[src/rtl/junction_ctrl_if.sv]
// Signal bundle between the junction controller and its surroundings:
// run request, vehicle detectors, pedestrian button in; lamps and status out.
interface junction_ctrl_if;
    logic       enable;
    logic       req_a;
    logic       req_b;
    logic       ped_req;
    logic [2:0] lamp_a;
    logic [2:0] lamp_b;
    logic       walk;
    logic       ped_wait;
    logic [8:0] state_out;

    // Master drives the requests and observes the lamps.
    modport master (
        output enable,
        output req_a,
        output req_b,
        output ped_req,
        input  lamp_a,
        input  lamp_b,
        input  walk,
        input  ped_wait,
        input  state_out
    );

    // Slave is the controller itself.
    modport slave (
        input  enable,
        input  req_a,
        input  req_b,
        input  ped_req,
        output lamp_a,
        output lamp_b,
        output walk,
        output ped_wait,
        output state_out
    );
endinterface

[src/rtl/junction_ctrl.sv]
// Two-road traffic junction with a pedestrian phase. Every conflicting phase is
// separated by an all-red clearance; service rotates A -> B -> PED after the
// phase served last. Lamps are {red, amber, green}.
module junction_ctrl #(
    parameter int unsigned T_RDYLW  = 2,
    parameter int unsigned T_GMIN   = 4,
    parameter int unsigned T_GMAX   = 10,
    parameter int unsigned T_YLW    = 3,
    parameter int unsigned T_ALLRED = 2,
    parameter int unsigned T_WALK   = 6
) (
    input logic             clk,
    input logic             rst_n,
    junction_ctrl_if.slave  bus
);

    // State encoding.
    localparam logic [3:0] StOff     = 4'd0;
    localparam logic [3:0] StAllRed  = 4'd1;
    localparam logic [3:0] StARdylw  = 4'd2;
    localparam logic [3:0] StAGreen  = 4'd3;
    localparam logic [3:0] StAYellow = 4'd4;
    localparam logic [3:0] StBRdylw  = 4'd5;
    localparam logic [3:0] StBGreen  = 4'd6;
    localparam logic [3:0] StBYellow = 4'd7;
    localparam logic [3:0] StWalk    = 4'd8;

    // Service identifiers for the rotating arbiter.
    localparam logic [1:0] SrvA   = 2'd0;
    localparam logic [1:0] SrvB   = 2'd1;
    localparam logic [1:0] SrvPed = 2'd2;

    localparam logic [2:0] LampOff    = 3'b000;
    localparam logic [2:0] LampRed    = 3'b100;
    localparam logic [2:0] LampRedAmb = 3'b110;
    localparam logic [2:0] LampAmber  = 3'b010;
    localparam logic [2:0] LampGreen  = 3'b001;

    localparam logic [7:0] CntMax = 8'hff;

    // The counter reads 0 in the first cycle of a state, so a state of
    // duration T is complete when the counter reaches T-1.
    localparam logic [7:0] LastRdylw  = 8'(T_RDYLW - 1);
    localparam logic [7:0] LastGmin   = 8'(T_GMIN - 1);
    localparam logic [7:0] LastGmax   = 8'(T_GMAX - 1);
    localparam logic [7:0] LastYlw    = 8'(T_YLW - 1);
    localparam logic [7:0] LastAllRed = 8'(T_ALLRED - 1);
    localparam logic [7:0] LastWalk   = 8'(T_WALK - 1);

    logic [3:0] state_q, state_d;
    logic [7:0] cnt_q, cnt_d;
    logic       pend_a_q, pend_a_d;
    logic       pend_b_q, pend_b_d;
    logic       pend_p_q, pend_p_d;
    logic [1:0] last_q, last_d;

    logic       pick_valid;
    logic [1:0] pick_srv;
    logic [3:0] pick_state;
    logic       green_a_done;
    logic       green_b_done;
    logic       state_change;

    logic [2:0] lamp_a;
    logic [2:0] lamp_b;
    logic       walk;
    logic [8:0] state_out;

    // Rotating arbiter: first pending service after the one served last.
    always_comb begin
        pick_valid = 1'b0;
        pick_srv   = SrvA;
        case (last_q)
            SrvA: begin
                if (pend_b_q) begin
                    pick_valid = 1'b1;
                    pick_srv   = SrvB;
                end else if (pend_p_q) begin
                    pick_valid = 1'b1;
                    pick_srv   = SrvPed;
                end else if (pend_a_q) begin
                    pick_valid = 1'b1;
                    pick_srv   = SrvA;
                end
            end
            SrvB: begin
                if (pend_p_q) begin
                    pick_valid = 1'b1;
                    pick_srv   = SrvPed;
                end else if (pend_a_q) begin
                    pick_valid = 1'b1;
                    pick_srv   = SrvA;
                end else if (pend_b_q) begin
                    pick_valid = 1'b1;
                    pick_srv   = SrvB;
                end
            end
            default: begin
                if (pend_a_q) begin
                    pick_valid = 1'b1;
                    pick_srv   = SrvA;
                end else if (pend_b_q) begin
                    pick_valid = 1'b1;
                    pick_srv   = SrvB;
                end else if (pend_p_q) begin
                    pick_valid = 1'b1;
                    pick_srv   = SrvPed;
                end
            end
        endcase
    end

    // Phase that opens the chosen service.
    always_comb begin
        case (pick_srv)
            SrvA:    pick_state = StARdylw;
            SrvB:    pick_state = StBRdylw;
            default: pick_state = StWalk;
        endcase
    end

    // Green ends after the minimum once enable drops, or once there is
    // conflicting demand and either own traffic has gone or the maximum is hit.
    always_comb begin
        green_a_done = (cnt_q >= LastGmin) &&
                       (!bus.enable ||
                        ((pend_b_q || pend_p_q) && (!bus.req_a || (cnt_q >= LastGmax))));
        green_b_done = (cnt_q >= LastGmin) &&
                       (!bus.enable ||
                        ((pend_a_q || pend_p_q) && (!bus.req_b || (cnt_q >= LastGmax))));
    end

    // Next-state and last-served selection.
    always_comb begin
        state_d = state_q;
        last_d  = last_q;
        case (state_q)
            StOff: begin
                if (bus.enable) begin
                    state_d = StAllRed;
                end
            end
            StAllRed: begin
                // Once clearance is over, keep re-evaluating every cycle.
                if (cnt_q >= LastAllRed) begin
                    if (!bus.enable) begin
                        state_d = StOff;
                    end else if (pick_valid) begin
                        state_d = pick_state;
                        last_d  = pick_srv;
                    end
                end
            end
            StARdylw:  if (cnt_q >= LastRdylw) state_d = StAGreen;
            StAGreen:  if (green_a_done)       state_d = StAYellow;
            StAYellow: if (cnt_q >= LastYlw)   state_d = StAllRed;
            StBRdylw:  if (cnt_q >= LastRdylw) state_d = StBGreen;
            StBGreen:  if (green_b_done)       state_d = StBYellow;
            StBYellow: if (cnt_q >= LastYlw)   state_d = StAllRed;
            StWalk:    if (cnt_q >= LastWalk)  state_d = StAllRed;
            default:   state_d = StOff;
        endcase
    end

    assign state_change = (state_d != state_q);

    // Elapsed counter: cleared on every state entry, saturating while resting.
    always_comb begin
        if (state_change) begin
            cnt_d = 8'd0;
        end else if (cnt_q == CntMax) begin
            cnt_d = cnt_q;
        end else begin
            cnt_d = cnt_q + 8'd1;
        end
    end

    // Demand latches: ignore own request while being served, clear on service start.
    always_comb begin
        pend_a_d = pend_a_q;
        pend_b_d = pend_b_q;
        pend_p_d = pend_p_q;
        if (bus.req_a && (state_q != StARdylw) && (state_q != StAGreen)) begin
            pend_a_d = 1'b1;
        end
        if (bus.req_b && (state_q != StBRdylw) && (state_q != StBGreen)) begin
            pend_b_d = 1'b1;
        end
        if (bus.ped_req && (state_q != StWalk)) begin
            pend_p_d = 1'b1;
        end
        if ((state_d == StAGreen) && (state_q != StAGreen)) begin
            pend_a_d = 1'b0;
        end
        if ((state_d == StBGreen) && (state_q != StBGreen)) begin
            pend_b_d = 1'b0;
        end
        if ((state_d == StWalk) && (state_q != StWalk)) begin
            pend_p_d = 1'b0;
        end
    end

    // State registers; reset abandons any phase without clearance.
    always_ff @(posedge clk or negedge rst_n) begin
        if (!rst_n) begin
            state_q  <= StOff;
            cnt_q    <= 8'd0;
            pend_a_q <= 1'b0;
            pend_b_q <= 1'b0;
            pend_p_q <= 1'b0;
            last_q   <= SrvPed;
        end else begin
            state_q  <= state_d;
            cnt_q    <= cnt_d;
            pend_a_q <= pend_a_d;
            pend_b_q <= pend_b_d;
            pend_p_q <= pend_p_d;
            last_q   <= last_d;
        end
    end

    // Moore output decode from the registered state.
    always_comb begin
        lamp_a    = LampRed;
        lamp_b    = LampRed;
        walk      = 1'b0;
        state_out = 9'b0_0000_0001;
        case (state_q)
            StOff: begin
                lamp_a    = LampOff;
                lamp_b    = LampOff;
                state_out = 9'b0_0000_0001;
            end
            StAllRed:  state_out = 9'b0_0000_0010;
            StARdylw: begin
                lamp_a    = LampRedAmb;
                state_out = 9'b0_0000_0100;
            end
            StAGreen: begin
                lamp_a    = LampGreen;
                state_out = 9'b0_0000_1000;
            end
            StAYellow: begin
                lamp_a    = LampAmber;
                state_out = 9'b0_0001_0000;
            end
            StBRdylw: begin
                lamp_b    = LampRedAmb;
                state_out = 9'b0_0010_0000;
            end
            StBGreen: begin
                lamp_b    = LampGreen;
                state_out = 9'b0_0100_0000;
            end
            StBYellow: begin
                lamp_b    = LampAmber;
                state_out = 9'b0_1000_0000;
            end
            StWalk: begin
                walk      = 1'b1;
                state_out = 9'b1_0000_0000;
            end
            default: begin
                // Unreachable encodings present as OFF.
                lamp_a    = LampOff;
                lamp_b    = LampOff;
                state_out = 9'b0_0000_0001;
            end
        endcase
    end

    assign bus.lamp_a    = lamp_a;
    assign bus.lamp_b    = lamp_b;
    assign bus.walk      = walk;
    assign bus.ped_wait  = pend_p_q;
    assign bus.state_out = state_out;

endmodule
[src/flat_wrapper.sv]
// flat-port wrapper written by rule: the top's interface ports become plain ports
module junction_ctrl_flat 
#(
    parameter int unsigned T_RDYLW  = 2,
    parameter int unsigned T_GMIN   = 4,
    parameter int unsigned T_GMAX   = 10,
    parameter int unsigned T_YLW    = 3,
    parameter int unsigned T_ALLRED = 2,
    parameter int unsigned T_WALK   = 6
)
  (clk, rst_n, bus_enable, bus_req_a, bus_req_b, bus_ped_req, bus_lamp_a, bus_lamp_b, bus_walk, bus_ped_wait, bus_state_out);
  junction_ctrl_if bus_i ();
  input logic clk;
  input logic rst_n;
  input wire logic [$bits(bus_i.enable)-1:0] bus_enable;
  input wire logic [$bits(bus_i.req_a)-1:0] bus_req_a;
  input wire logic [$bits(bus_i.req_b)-1:0] bus_req_b;
  input wire logic [$bits(bus_i.ped_req)-1:0] bus_ped_req;
  output wire logic [$bits(bus_i.lamp_a)-1:0] bus_lamp_a;
  output wire logic [$bits(bus_i.lamp_b)-1:0] bus_lamp_b;
  output wire logic [$bits(bus_i.walk)-1:0] bus_walk;
  output wire logic [$bits(bus_i.ped_wait)-1:0] bus_ped_wait;
  output wire logic [$bits(bus_i.state_out)-1:0] bus_state_out;
  assign bus_i.enable = bus_enable;
  assign bus_i.req_a = bus_req_a;
  assign bus_i.req_b = bus_req_b;
  assign bus_i.ped_req = bus_ped_req;
  assign bus_lamp_a = bus_i.lamp_a;
  assign bus_lamp_b = bus_i.lamp_b;
  assign bus_walk = bus_i.walk;
  assign bus_ped_wait = bus_i.ped_wait;
  assign bus_state_out = bus_i.state_out;
  junction_ctrl #(.T_RDYLW(T_RDYLW), .T_GMIN(T_GMIN), .T_GMAX(T_GMAX), .T_YLW(T_YLW), .T_ALLRED(T_ALLRED), .T_WALK(T_WALK)) u_core (.clk(clk), .rst_n(rst_n), .bus(bus_i));
endmodule
[config.mk]
export PLATFORM = sky130hd
export DESIGN_NAME = junction_ctrl_flat
export DESIGN_NICKNAME = d
export VERILOG_FILES = /design/src/rtl/junction_ctrl_if.sv /design/src/rtl/junction_ctrl.sv /design/src/flat_wrapper.sv
export SDC_FILE = /design/constraint.sdc
export NUM_CORES = 1
export LEC_CHECK = 0
export ABC_AREA = 1
export ABC_CLOCK_PERIOD_IN_PS = 4360
export BUFFER_PORTS_ARGS = -buffer_cell sky130_fd_sc_hd__buf_2
export CAP_MARGIN = 0
export CORE_MARGIN = 3
export CORE_UTILIZATION = 50
export DETAILED_ROUTE_END_ITERATION = 12
export GPL_TIMING_DRIVEN = 0
export HOLD_SLACK_MARGIN = 0.02
export PLACE_DENSITY_LB_ADDON = 0.3
export SYNTH_ARGS = -nofsm -noshare
export SYNTH_HDL_FRONTEND = slang
export SYNTH_SLANG_ARGS = --single-unit
[constraint.sdc]
create_clock -name clk -period 4.36 [get_ports clk]
set_clock_uncertainty 0.15 [all_clocks]
set_input_delay 0.436 -clock clk [delete_from_list [all_inputs] [get_ports clk]]
set_output_delay 0.436 -clock clk [all_outputs]
set_load 0.02 [all_outputs]
==> summary.md, run 1 <==
| Metric | Value |
|---|---|
| # clock sinks | `17` |
| Area growth, synth to finish | `13.6%` |
| Final hold slack | `252 ps` |
| Slew @ Worst Pin | `411 ps` |
| Peak VDD IR | `0.356 mV` |
| Synth top area share | `29.6%` |
| XOR/XNOR Fraction of Synth Area | `2.59%` |
| First-pass GRT wire length | `5.55 mm` |
| Max_cap viols | `0` |
| Antenna-violating nets left | `0` |
| Synth Area in Adders | `3.70%` |
| GRT Util Overall | `21.4%` |
| YS warnings | `0` |
| Routed len/inst | `12.0 um` |
| DRT iter0 DRCs | `74` |
| Largest family of logic cells by synthesized area | `simple AND/OR/NAND/NOR gates` |
| Area of the die | `3360 um^2` |
| Clock latency at the later pin of the worst-skew pair | `290 ps` |
| Setup tns final | `0 ps` |
| Worst flop-to-flop path startpoint | `u_core.cnt_q[1]` |
| Cell area after synthesis | `1350 um^2` |
| Synthesized flop and latch total | `17` |
| Required time of the critical path | `3770 ps` |
| Final setup fails | `0` |
| Finished Layout Cells | `263` |
| Total grt overflow | `0` |
| Multi-input logic area | `797 um^2` |
| Worst Hold Class | `input pin to register` |
| IO Port Bufs | `22` |
| Worst Setup Start Kind | `register` |
| Synth area leader | `dfrtp_1` |
| Nets@finish | `244` |
| H-tree level count | `1` |
| Tcrit/Tclk final | `56.7%` |
| Max-slew violations | `0` |
| Initial antenna violation count | `0` |
| WL final | `3.16 mm` |
| Hold wc startpoint | `bus_ped_req` |
| Rows | `18` |
| Pin count of the biggest net entering global routing | `18` |
| Mux contribution to synthesized area | `0%` |
| Clock slew at reported path FFs | `100 ps` |
| Cell variety after synth | `28` |
| Critical path class | `register to primary output` |
| DR vias/cell | `5.16` |
| Synth Area in Compound Gates | `8.43%` |
| RSZ-0062 raised after global routing | `false` |
| CP Data Arrival Time | `1890 ps` |
| CTS Buffer Depth | `2` |
| Syn Inst Count | `206` |
| Placeable Area | `2520 um^2` |
| Minimum clock period after layout | `2470 ps` |
| Layout cells sized above 1 | `18.0%` |
| Max Clk Rate | `404 MHz` |
| Via count | `1357` |
| Final HPWL DP | `2.52 mm` |
| Syn Nets | `216` |
| CP Launch Point | `u_core.state_q[1]` |
| Dpl cells | `258` |
| I/O pin cnt | `23` |
| Pwr/cell area | `601 nW/um^2` |
| Leak | `0.856 nW` |
| Synth Area in Simple Gates | `44.3%` |
| Most frequent cells in the layout | `nand2_1, inv_1, nor2_1` |
| Die height | `58.0 um` |
| Area after DPL | `1500 um^2` |
| GP Congestion | `0.870` |
| Starting Density | `53.6%` |
| Total power | `0.923 mW` |
| Num CTS Buffers | `3` |
| Vias in the first global route | `1243` |
| DR pass1 iterations | `4` |
| Run status | `finished, final reports clean` |
| Register area share after synthesis | `31.6%` |
| Antenna cells | `0` |
| DRC Markers | `0` |
| CP max FO | `9` |
| CTS tree | `done` |
| Final hold vios | `0` |
| Avg Cell Area, Syn | `6.56 um^2` |
| Register area | `427 um^2` |
| Slew headroom | `72.4%` |
| Critical Path End Type | `primary output` |
| Die Wd | `58.0 um` |
| Post-route cell area | `1540 um^2` |
| Top post-synthesis cells by area | `dfrtp_1, nand2_1, inv_1` |
| Fillers | `257` |
| Clk root buf | `clkbuf_4` |
| Most common cell after layout, fill and taps aside | `nand2_1` |
-- cell families (layout without fill, tap and decap cells) --
logic type,after synthesis,after routing
AO/OA/AOI/OAI,20,20
buffers and inverters,33,60
AND/OR/NAND/NOR,128,128
flip-flops,17,17
XOR/XNOR,4,4
adder cells (fa/ha/maj),4,4
-- where the power goes --
group	switching [mW]	internal, mW	leakage (nW)
sequential	0.0348	0.195	0.213
clock	0.0489	0.0356	0.0150
combinational	0.417	0.192	0.628
total	0.500	0.423	0.856
-- state kept, by name, summed over array words and instances, names as in the netlist --
register             count
u_core.cnt_q             8
u_core.last_q            2
u_core.pend_a_q          1
u_core.pend_b_q          1
u_core.bus.ped_wait      1
u_core.state_q           4
-- through the flow --
step           setup slack (ps)  utilization, %
2_1_floorplan              2360               -
3_3_place_gp               2200            59.4
6_report                   1890            60.9
5_1_grt                    1700            60.9
4_1_cts                    1890            60.9
3_5_place_dp               2190            59.4
-- layout make-up --
type                            count  share of cell area, %
Buffer                              1                  0.489
Clock buffer                        4                   1.71
Inverter                           32                   7.82
Multi-Input combinational cell    156                   51.9
Sequential cell                    17                   27.8
Tap cell                           30                   2.44
Timing Repair Buffer               23                   7.82
-- path summary, 6_finish.rpt --
check | end | slack, ps | cells past startpoint
worst max-delay path | bus_state_out[0] | 1890 | 7
worst min-delay path | u_core.bus.ped_wait | 250 | 3
worst max register to register | u_core.cnt_q[0] | 2170 | 12
worst min register to register | u_core.last_q[0] | 330 | 2
max in group asynchronous | u_core.last_q[1] | 3290 | 2
min in group asynchronous | u_core.state_q[1] | 450 | 2
-- Yosys cell counts --
cell / n
a21boi_0: 1
a21oi_1: 6
a21oi_2: 1
a41oi_1: 1
and3_1: 1
buf_4: 1
dfrtp_1: 16
dfstp_2: 1
ha_1: 4
inv_1: 30
inv_2: 2
nand2_1: 57
nand2_2: 3
nand2_4: 1
nand3_1: 18
nand3_2: 2
nand3b_1: 2
nand4_1: 5
nand4_4: 1
nor2_1: 30
nor2_2: 3
nor2_4: 2
nor3_1: 2
nor4_1: 1
o2111ai_1: 1
o21ai_0: 9
o21ai_1: 1
xor2_1: 4
-- worst max-delay path, cell delays in order (launching register included) --
cell     delay (ps)
dfrtp_1         330
buf_4           150
nor2_1           80
nand3_1         230
inv_1            90
nor4_1          340
and3_1          210
buf_2           160
-- metal layers --
| layer | part of all wire, % | routed length [um] | GRT usage (%) |
|---|---|---|---|
| met5 | 0 | 0 | 0 |
| met1 | 47 | 1500 | 29.2 |
| met2 | 45 | 1430 | 35.0 |
| met3 | 5.4 | 169 | 2.23 |
| met4 | 1.8 | 56 | 7.95 |
-- repair_timing --
action	4_1_cts	5_1_grt
gates resized for setup	0	0
hold endpoints to repair	16	0
buffers inserted	0	0
hold buffers	1	0
Power figures use the tool's default switching activity.
==> run 2: changes to the inputs <==
ABC_CLOCK_PERIOD_IN_PS = 2450   (was 4360)
clock period = 2.45 ns   (was 4.36 ns; I/O delays follow)
==> run 2 against run 1 <==
Register-to-register slack worse by 1900 ps. Critical path depth did not move. Sequential cell count unchanged. Count of clock-buffer cells in the layout stayed put. Critical endpoint unchanged.
==> summary.md, run 2 (synthesis gave the netlist of run 1 again) <==
| Metric | Value |
|---|---|
| Internal power | `0.760 mW (+80%)` |
| Nets@finish | `245 (+0.41%)` |
| Most frequent cells in the layout | `nand2_1, inv_1, nor2_1` |
| Total grt overflow | `0 (unchanged)` |
| Required time of the critical path | `2060 ps (-1710 ps)` |
| Finished Layout Cells | `264 (+0.38%)` |
| Worst Setup Start Kind | `register` |
| Clock slew at reported path FFs | `100 ps (about the same)` |
| Clock power share | `9.1% (about the same)` |
| Setup tns final | `0 ps (unchanged)` |
| Crit path largest cell delay | `350 ps (about the same)` |
| Final hold vios | `0 (unchanged)` |
| Biggest register | `u_core.cnt_q` |
| Die Wd | `58.0 um (unchanged)` |
| Pin count of the biggest net entering global routing | `18 (unchanged)` |
| Max_cap viols | `0 (unchanged)` |
| IO Port Bufs | `22 (unchanged)` |
| Clk root buf | `clkbuf_4` |
| Worst Hold Class | `input pin to register` |
| Worst reg2reg endpoint | `u_core.cnt_q[0]` |
| Critical Path End Type | `primary output` |
| WHS Path Cells | `3 (unchanged)` |
| Antenna-violating nets left | `0 (unchanged)` |
| Pwr/cell area | `1070 nW/um^2 (+78%)` |
| GR peak layer | `met2` |
| P_sw | `0.902 mW (+80%)` |
| Met2 Use GR | `35.0% (unchanged)` |
| Hold Path Sink | `u_core.bus.ped_wait` |
| CP cell instances | `buf_4 > nor2_1 > nand3_1 > inv_1 > nor4_2 > and3_1 > buf_2` |
| Critical path class | `register to primary output` |
| Worst R2R Setup Slack | `260 ps (-1910 ps)` |
| DR vias/cell | `5.23 (+1.3%)` |
| R2R cell count | `12 (unchanged)` |
| GP Congestion | `0.870 (unchanged)` |
| Final HPWL DP | `2.52 mm (unchanged)` |
| I/O pin cnt | `23 (unchanged)` |
| CP Data Arrival Time | `1910 ps (+20 ps)` |
| DRT iter0 DRCs | `70 (-5.4%)` |
| CTS tree | `done` |
| WL final | `3.24 mm (+2.5%)` |
| Met1 usage | `29.2% (unchanged)` |
| Hold wc startpoint | `bus_ped_req` |
| Placeable Area | `2520 um^2 (unchanged)` |
| Met3 Track Usage GR | `2.23% (unchanged)` |
| Clock latency at the later pin of the worst-skew pair | `290 ps (about the same)` |
| Final hold slack | `60.4 ps (-192 ps)` |
| Slew @ Worst Pin | `411 ps (-0.0145 ps)` |
| Via count | `1380 (+1.7%)` |
| Run status | `finished, final reports clean` |
| First-pass GRT wire length | `5.55 mm (unchanged)` |
| DR pass1 iterations | `4 (unchanged)` |
| CTS Buffer Depth | `2 (unchanged)` |
| Dpl cells | `258 (unchanged)` |
| H-tree level count | `1 (unchanged)` |
| Sw Ratio | `54.3% (+0.063 points)` |
| Slew headroom | `72.4% (about the same)` |
| Part of the power in registers | `24.7% (-0.2 points)` |
| Layout cells sized above 1 | `18.8% (+0.78 points)` |
| Max FFs per register | `8 (unchanged)` |
| Minimum clock period after layout | `2310 ps` |
| Vias in the first global route | `1243 (unchanged)` |
| Leak | `0.863 nW (+0.80%)` |
| Max-slew violations | `0 (unchanged)` |
| Peak VDD IR | `0.635 mV (+79%)` |
| Combinational share of power | `66.2% (+0.3 points)` |
| Final setup fails | `0 (unchanged)` |
| Die height | `58.0 um (unchanged)` |
| Tcrit/Tclk final | `94.1%` |
| Max Clk Rate | `434 MHz` |
| Most common cell after layout, fill and taps aside | `nand2_1` |
| Routed len/inst | `12.3 um (+2.1%)` |
| Area growth, synth to finish | `14.6%` |
| Initial antenna violation count | `0 (unchanged)` |
| Core Util, Final | `61.4% (+0.55 points)` |
| Antenna cells | `0 (unchanged)` |
| Rows | `18 (unchanged)` |
| Slowest cell on the critical path | `nor4_2` |
| Worst flop-to-flop path startpoint | `u_core.cnt_q[1]` |
| # clock sinks | `17 (unchanged)` |
| CP max FO | `9 (unchanged)` |
| GRT Util Overall | `21.4% (unchanged)` |
| DRC Markers | `0 (unchanged)` |
| Top Registers | `u_core.cnt_q (8), u_core.state_q (4), u_core.last_q (2)` |
| Area of the die | `3360 um^2 (unchanged)` |
| Starting Density | `53.6% (unchanged)` |
| Num CTS Buffers | `3 (unchanged)` |
## run 2: cell types whose count changed in the layout (fill, tap and decap cells not counted)
cell	before	now
buf_4	1	2
nor4_2	0	1
nor4_1	1	0
## run 2: power groups by stage
stage	combinational [mW]	clock [mW]	sequential, mW
2_1_floorplan	0.819	0	0.405
3_3_place_gp	1.07	0	0.414
3_5_place_dp	1.08	0	0.416
4_1_cts	1.09	0.158	0.409
5_1_grt	1.24	0.167	0.421
6_report	1.10	0.151	0.410
## run 2: what timing repair did
action                                  4_1_cts  5_1_grt
hold endpoints to repair                     16        0
gates resized for setup                       0        1
buffers inserted                              0        1
endpoints found under the setup margin        0        2
hold buffers                                  1        0
## run 2: cell type report
type	count	area, um^2
Inverter	32	120
Tap cell	30	37.5
Clock buffer	4	26.3
Sequential cell	17	427
Buffer	1	7.51
Fill cell	254	973
Timing Repair Buffer	24	128
Multi-Input combinational cell	156	803
## run 2: metrics by stage
stage / area, um^2 / power (mW) / setup WS (ps)
finish: 1550 / 1.66 / 145
global route: 1550 / 1.83 / -32.0
CTS: 1540 / 1.66 / 167
detailed placement: 1500 / 1.50 / 283
global placement: 1500 / 1.48 / 294
floorplan: 1350 / 1.22 / 512
## run 2: worst max-delay path by stage
stage	cells after the start	start	slack (ps)	endpoint
after CTS	7	u_core.state_q[1]	170	bus_state_out[0]
after global placement	12	u_core.cnt_q[0]	290	u_core.cnt_q[0]
final	7	u_core.state_q[1]	140	bus_state_out[0]
after detailed placement	12	u_core.cnt_q[0]	280	u_core.cnt_q[0]
after floorplan	9	u_core.state_q[2]	510	u_core.cnt_q[0]
after global routing	6	u_core.state_q[2]	-30	bus_state_out[0]
## run 2: worst max-delay path, delay by kind of cell, from the launching register on
kind / cells / cell delay, ps
buffers and inverters: 3 / 430
AND/OR/NAND/NOR: 4 / 870
flip-flops: 1 / 330
## run 2: layer usage
| metal | vias to the layer above | part of all wire, % |
|---|---|---|
| met3 | 5 | 7.0 |
| met4 | 0 | 1.3 |
| met1 | 612 | 46 |
| met2 | 48 | 46 |
| li1 | 715 | - |
| met5 | - | 0 |
==> run 3: changes to the inputs <==
ABC_AREA = not set   (was 1)
CORE_MARGIN = 1.5   (was 3)
==> run 3 against run 2 <==
The flow now finishes with violations (setup timing). Critical endpoint is now u_core.cnt_q[2]. Highest routed layer unchanged. Via count grew 16%. Hold slack lost 40 ps. Clock power grew 8%. Largest cell class unchanged.
==> summary.md, run 3 <==
| Metric | Value |
|---|---|
| Run status | `complete, but fails checks` |
| Failing checks | `setup timing` |
| DRT iter0 DRCs | `117 (+67%)` |
| Critical Path End Type | `register` |
| First-pass GRT wire length | `6.60 mm (+19%)` |
| Pin count of the biggest net entering global routing | `18 (unchanged)` |
| XOR/XNOR Fraction of Synth Area | `1.20% (-1.4 points)` |
| Worst reg2reg endpoint | `u_core.cnt_q[2]` |
| Final hold slack | `20.2 ps (-40.2 ps)` |
| DR pass1 iterations | `4 (unchanged)` |
| YS warnings | `0 (unchanged)` |
| Slew headroom | `55.2% (-17 points)` |
| Main synth FF type | `dfrtp_1` |
| Initial antenna violation count | `0 (unchanged)` |
| GP Congestion | `0.893 (+2.7%)` |
| Worst R2R Setup Slack | `-200 ps (-460 ps)` |
| CP cell instances | `or4_4 > buf_4 > a211oi_4 > a21oi_2 > nor4_4 > mux2i_4 > nor2_1` |
| Antenna-violating nets left | `0 (unchanged)` |
| Synth cell count leaders | `nor2_1, dfrtp_1, nor3_1` |
| CTS Buffer Depth | `2 (unchanged)` |
| Dpl ws | `-485 ps (-768 ps)` |
| Register area | `428 um^2 (+0.29%)` |
| Antenna cells | `0 (unchanged)` |
| Synth area leader | `dfrtp_1` |
| Most frequent cell after synthesis | `nor2_1` |
| Area of the die | `3240 um^2 (-3.6%)` |
| WL final | `4.19 mm (+30%)` |
| Routed len/inst | `16.9 um (+38%)` |
| Crit path largest cell delay | `570 ps (+220 ps)` |
| Slowest cell on the critical path | `or4_4` |
| Mux contribution to synthesized area | `3.10% (+3.1 points)` |
| Rows | `19 (+1)` |
| RSZ-0062 raised after global routing | `true` |
| GRT Util Overall | `26.0% (+4.6 points)` |
| Max FFs per register | `8 (unchanged)` |
| Synthesized flop and latch total | `17 (unchanged)` |
| Top post-synthesis cells by area | `dfrtp_1, nor2_1, nor3_1` |
| Top Registers | `u_core.cnt_q (8), u_core.state_q (4), u_core.last_q (2)` |
| Clk root buf | `clkbuf_4` |
| Biggest register | `u_core.cnt_q` |
| Placeable Area | `2760 um^2 (+9.3%)` |
| Cell area after synthesis | `1450 um^2 (+7.6%)` |
| Cell variety after synth | `50 (+79%)` |
| CP Buf/Inv Count | `1 (-2)` |
| Family with the most delay on the worst path | `simple AND/OR/NAND/NOR gates` |
| Synth top area share | `27.5% (-2.1 points)` |
| Syn Nets | `189 (-13%)` |
| Required time of the critical path | `2480 ps (+420 ps)` |
| Crit path to | `u_core.cnt_q[2]` |
| Final HPWL DP | `2.76 mm (+9.5%)` |
| Clock slew at reported path FFs | `120 ps (+20 ps)` |
| Register area share after synthesis | `29.3% (-2.2 points)` |
| EDFF count, synth | `0 (unchanged)` |
| Synth Area in Adders | `3.44% (-0.26 points)` |
| # clock sinks | `17 (unchanged)` |
| Final hold vios | `0 (unchanged)` |
| Area growth, synth to finish | `23.4%` |
| Worst setup margin | `-203 ps (-347 ps)` |
| Syn Inst Count | `179 (-13%)` |
| Synth Area in Compound Gates | `20.8% (+12 points)` |
| Die height | `56.9 um (-1.8%)` |
| Die Wd | `56.9 um (-1.8%)` |
| R2R cell count | `7 (-5)` |
| Pwr/cell area | `1210 nW/um^2 (+13%)` |
| Final setup fails | `10 (+10)` |
| Slew @ Worst Pin | `662 ps (+251 ps)` |
| Largest family of logic cells by synthesized area | `simple AND/OR/NAND/NOR gates` |
| Nets@finish | `228 (-6.9%)` |
| Most frequent cells in the layout | `buf_2, nor2_1, dfrtp_1` |
| Synth Area in Simple Gates | `36.1% (-8.1 points)` |
| Total power | `2.17 mW (+31%)` |
| Tcrit/Tclk final | `108% (+14 points)` |
| Vias in the first global route | `1451 (+17%)` |
| Avg Cell Area, Syn | `8.12 um^2 (+24%)` |
| CP max FO | `8 (-1)` |
| Leak | `0.814 nW (-5.7%)` |
| Max Clk Rate | `377 MHz (-13%)` |
| Starting Density | `52.7% (-0.85 points)` |
| Max-slew violations | `0 (unchanged)` |
| Minimum clock period after layout | `2650 ps (+347 ps)` |
| CP Launch Point | `u_core.cnt_q[6]` |
| Peak VDD IR | `0.948 mV (+49%)` |
| Multi-input logic area | `1010 um^2 (+26%)` |
| DRC Markers | `0 (unchanged)` |
| CTS tree | `done` |
| Post-synth ARST share | `100% (unchanged)` |
| Layout cells sized above 1 | `29.5% (+11 points)` |
| Total grt overflow | `0 (unchanged)` |
| Levels on crit path | `7 (unchanged)` |
| Fillers | `237 (-6.7%)` |
| DR vias/cell | `6.44 (+23%)` |
| Max_cap viols | `0 (unchanged)` |
| H-tree level count | `1 (unchanged)` |
| Worst Hold Class | `input pin to register` |
| Via count | `1596 (+16%)` |
| Worst flop-to-flop path startpoint | `u_core.cnt_q[6]` |
| Num CTS Buffers | `3 (unchanged)` |
| IO Port Bufs | `22 (unchanged)` |
| Worst Setup Start Kind | `register` |
| Critical path class | `register to register` |
| Clock latency at the later pin of the worst-skew pair | `310 ps (+20 ps)` |
| I/O pin cnt | `23 (unchanged)` |
| CP Data Arrival Time | `2690 ps (+780 ps)` |
run 3: kinds of logic after synthesis:
| family | count (synthesis) |
|---|---|
| xor gates and xnor gates | 2 |
| buffers and inverters | 20 |
| muxes | 4 |
| and+or+nand+nor | 92 |
| AOI/OAI and AO/OA | 40 |
| adders and majority gates | 4 |
| DFF | 17 |
run 3: layout make-up:
type | instances | share of cell area [%]
Clock inverter | 1 | 0.279
Multi-Input combinational cell | 142 | 56.6
Tap cell | 31 | 2.16
Buffer | 9 | 2.09
Sequential cell | 17 | 23.8
Clock buffer | 3 | 1.26
Inverter | 10 | 2.09
Timing Repair Buffer | 35 | 11.7
run 3: stage by stage:
stage	utilization (%)	cells	setup TNS [ps]	area, um^2
6_report	65.1	248	-1310	1790
2_1_floorplan	-	179	-1250	1460
3_3_place_gp	58.5	232	-3720	1610
5_1_grt	65.1	248	-2590	1790
4_1_cts	61.9	243	-3020	1710
3_5_place_dp	58.5	232	-3840	1610
run 3: worst min-delay path by stage:
stage                     start                   to  slack (ps)  cells after the start
floorplan                 rst_n  u_core.bus.ped_wait        -200                      0
global placement          rst_n    u_core.state_q[1]          50                      1
detailed placement        rst_n      u_core.pend_a_q          60                      1
CTS                 bus_ped_req  u_core.bus.ped_wait          30                      3
global route        bus_ped_req  u_core.bus.ped_wait          30                      3
finish              bus_ped_req  u_core.bus.ped_wait          20                      3
run 3: routing by layer:
| metal | track usage [%] | share of wire, % | vias to the layer above |
|---|---|---|---|
| li1 | - | - | 749 |
| met1 | 32.9 | 41 | 750 |
| met2 | 45.2 | 50 | 82 |
| met3 | 2.30 | 6.2 | 15 |
| met4 | 11.0 | 2.7 | 0 |
| met5 | 0 | 0 | - |
run 3: tightest hold or removal path: cells and delay by family:
kind / cells / cell delay, ps
AOI/OAI and AO/OA: 1 / 50
buffers and inverters: 1 / 80
and+or+nand+nor: 1 / 80
run 3: power by group:
part	total, mW	leakage, nW	switching [mW]	internal [mW]
Clock	0.163	0.0177	0.102	0.0610
Combinational	1.55	0.585	0.915	0.639
Sequential	0.453	0.211	0.0901	0.363
Total	2.17	0.814	1.11	1.06
run 3: timing repair:
action | 4_1_cts | 5_1_grt
pin swaps | 6 | 9
hold endpoints to repair | 16 | 0
setup buffers | 6 | 6
gates resized for setup | 3 | 12
setup endpoints to repair | 10 | 17
hold buffers | 1 | 0
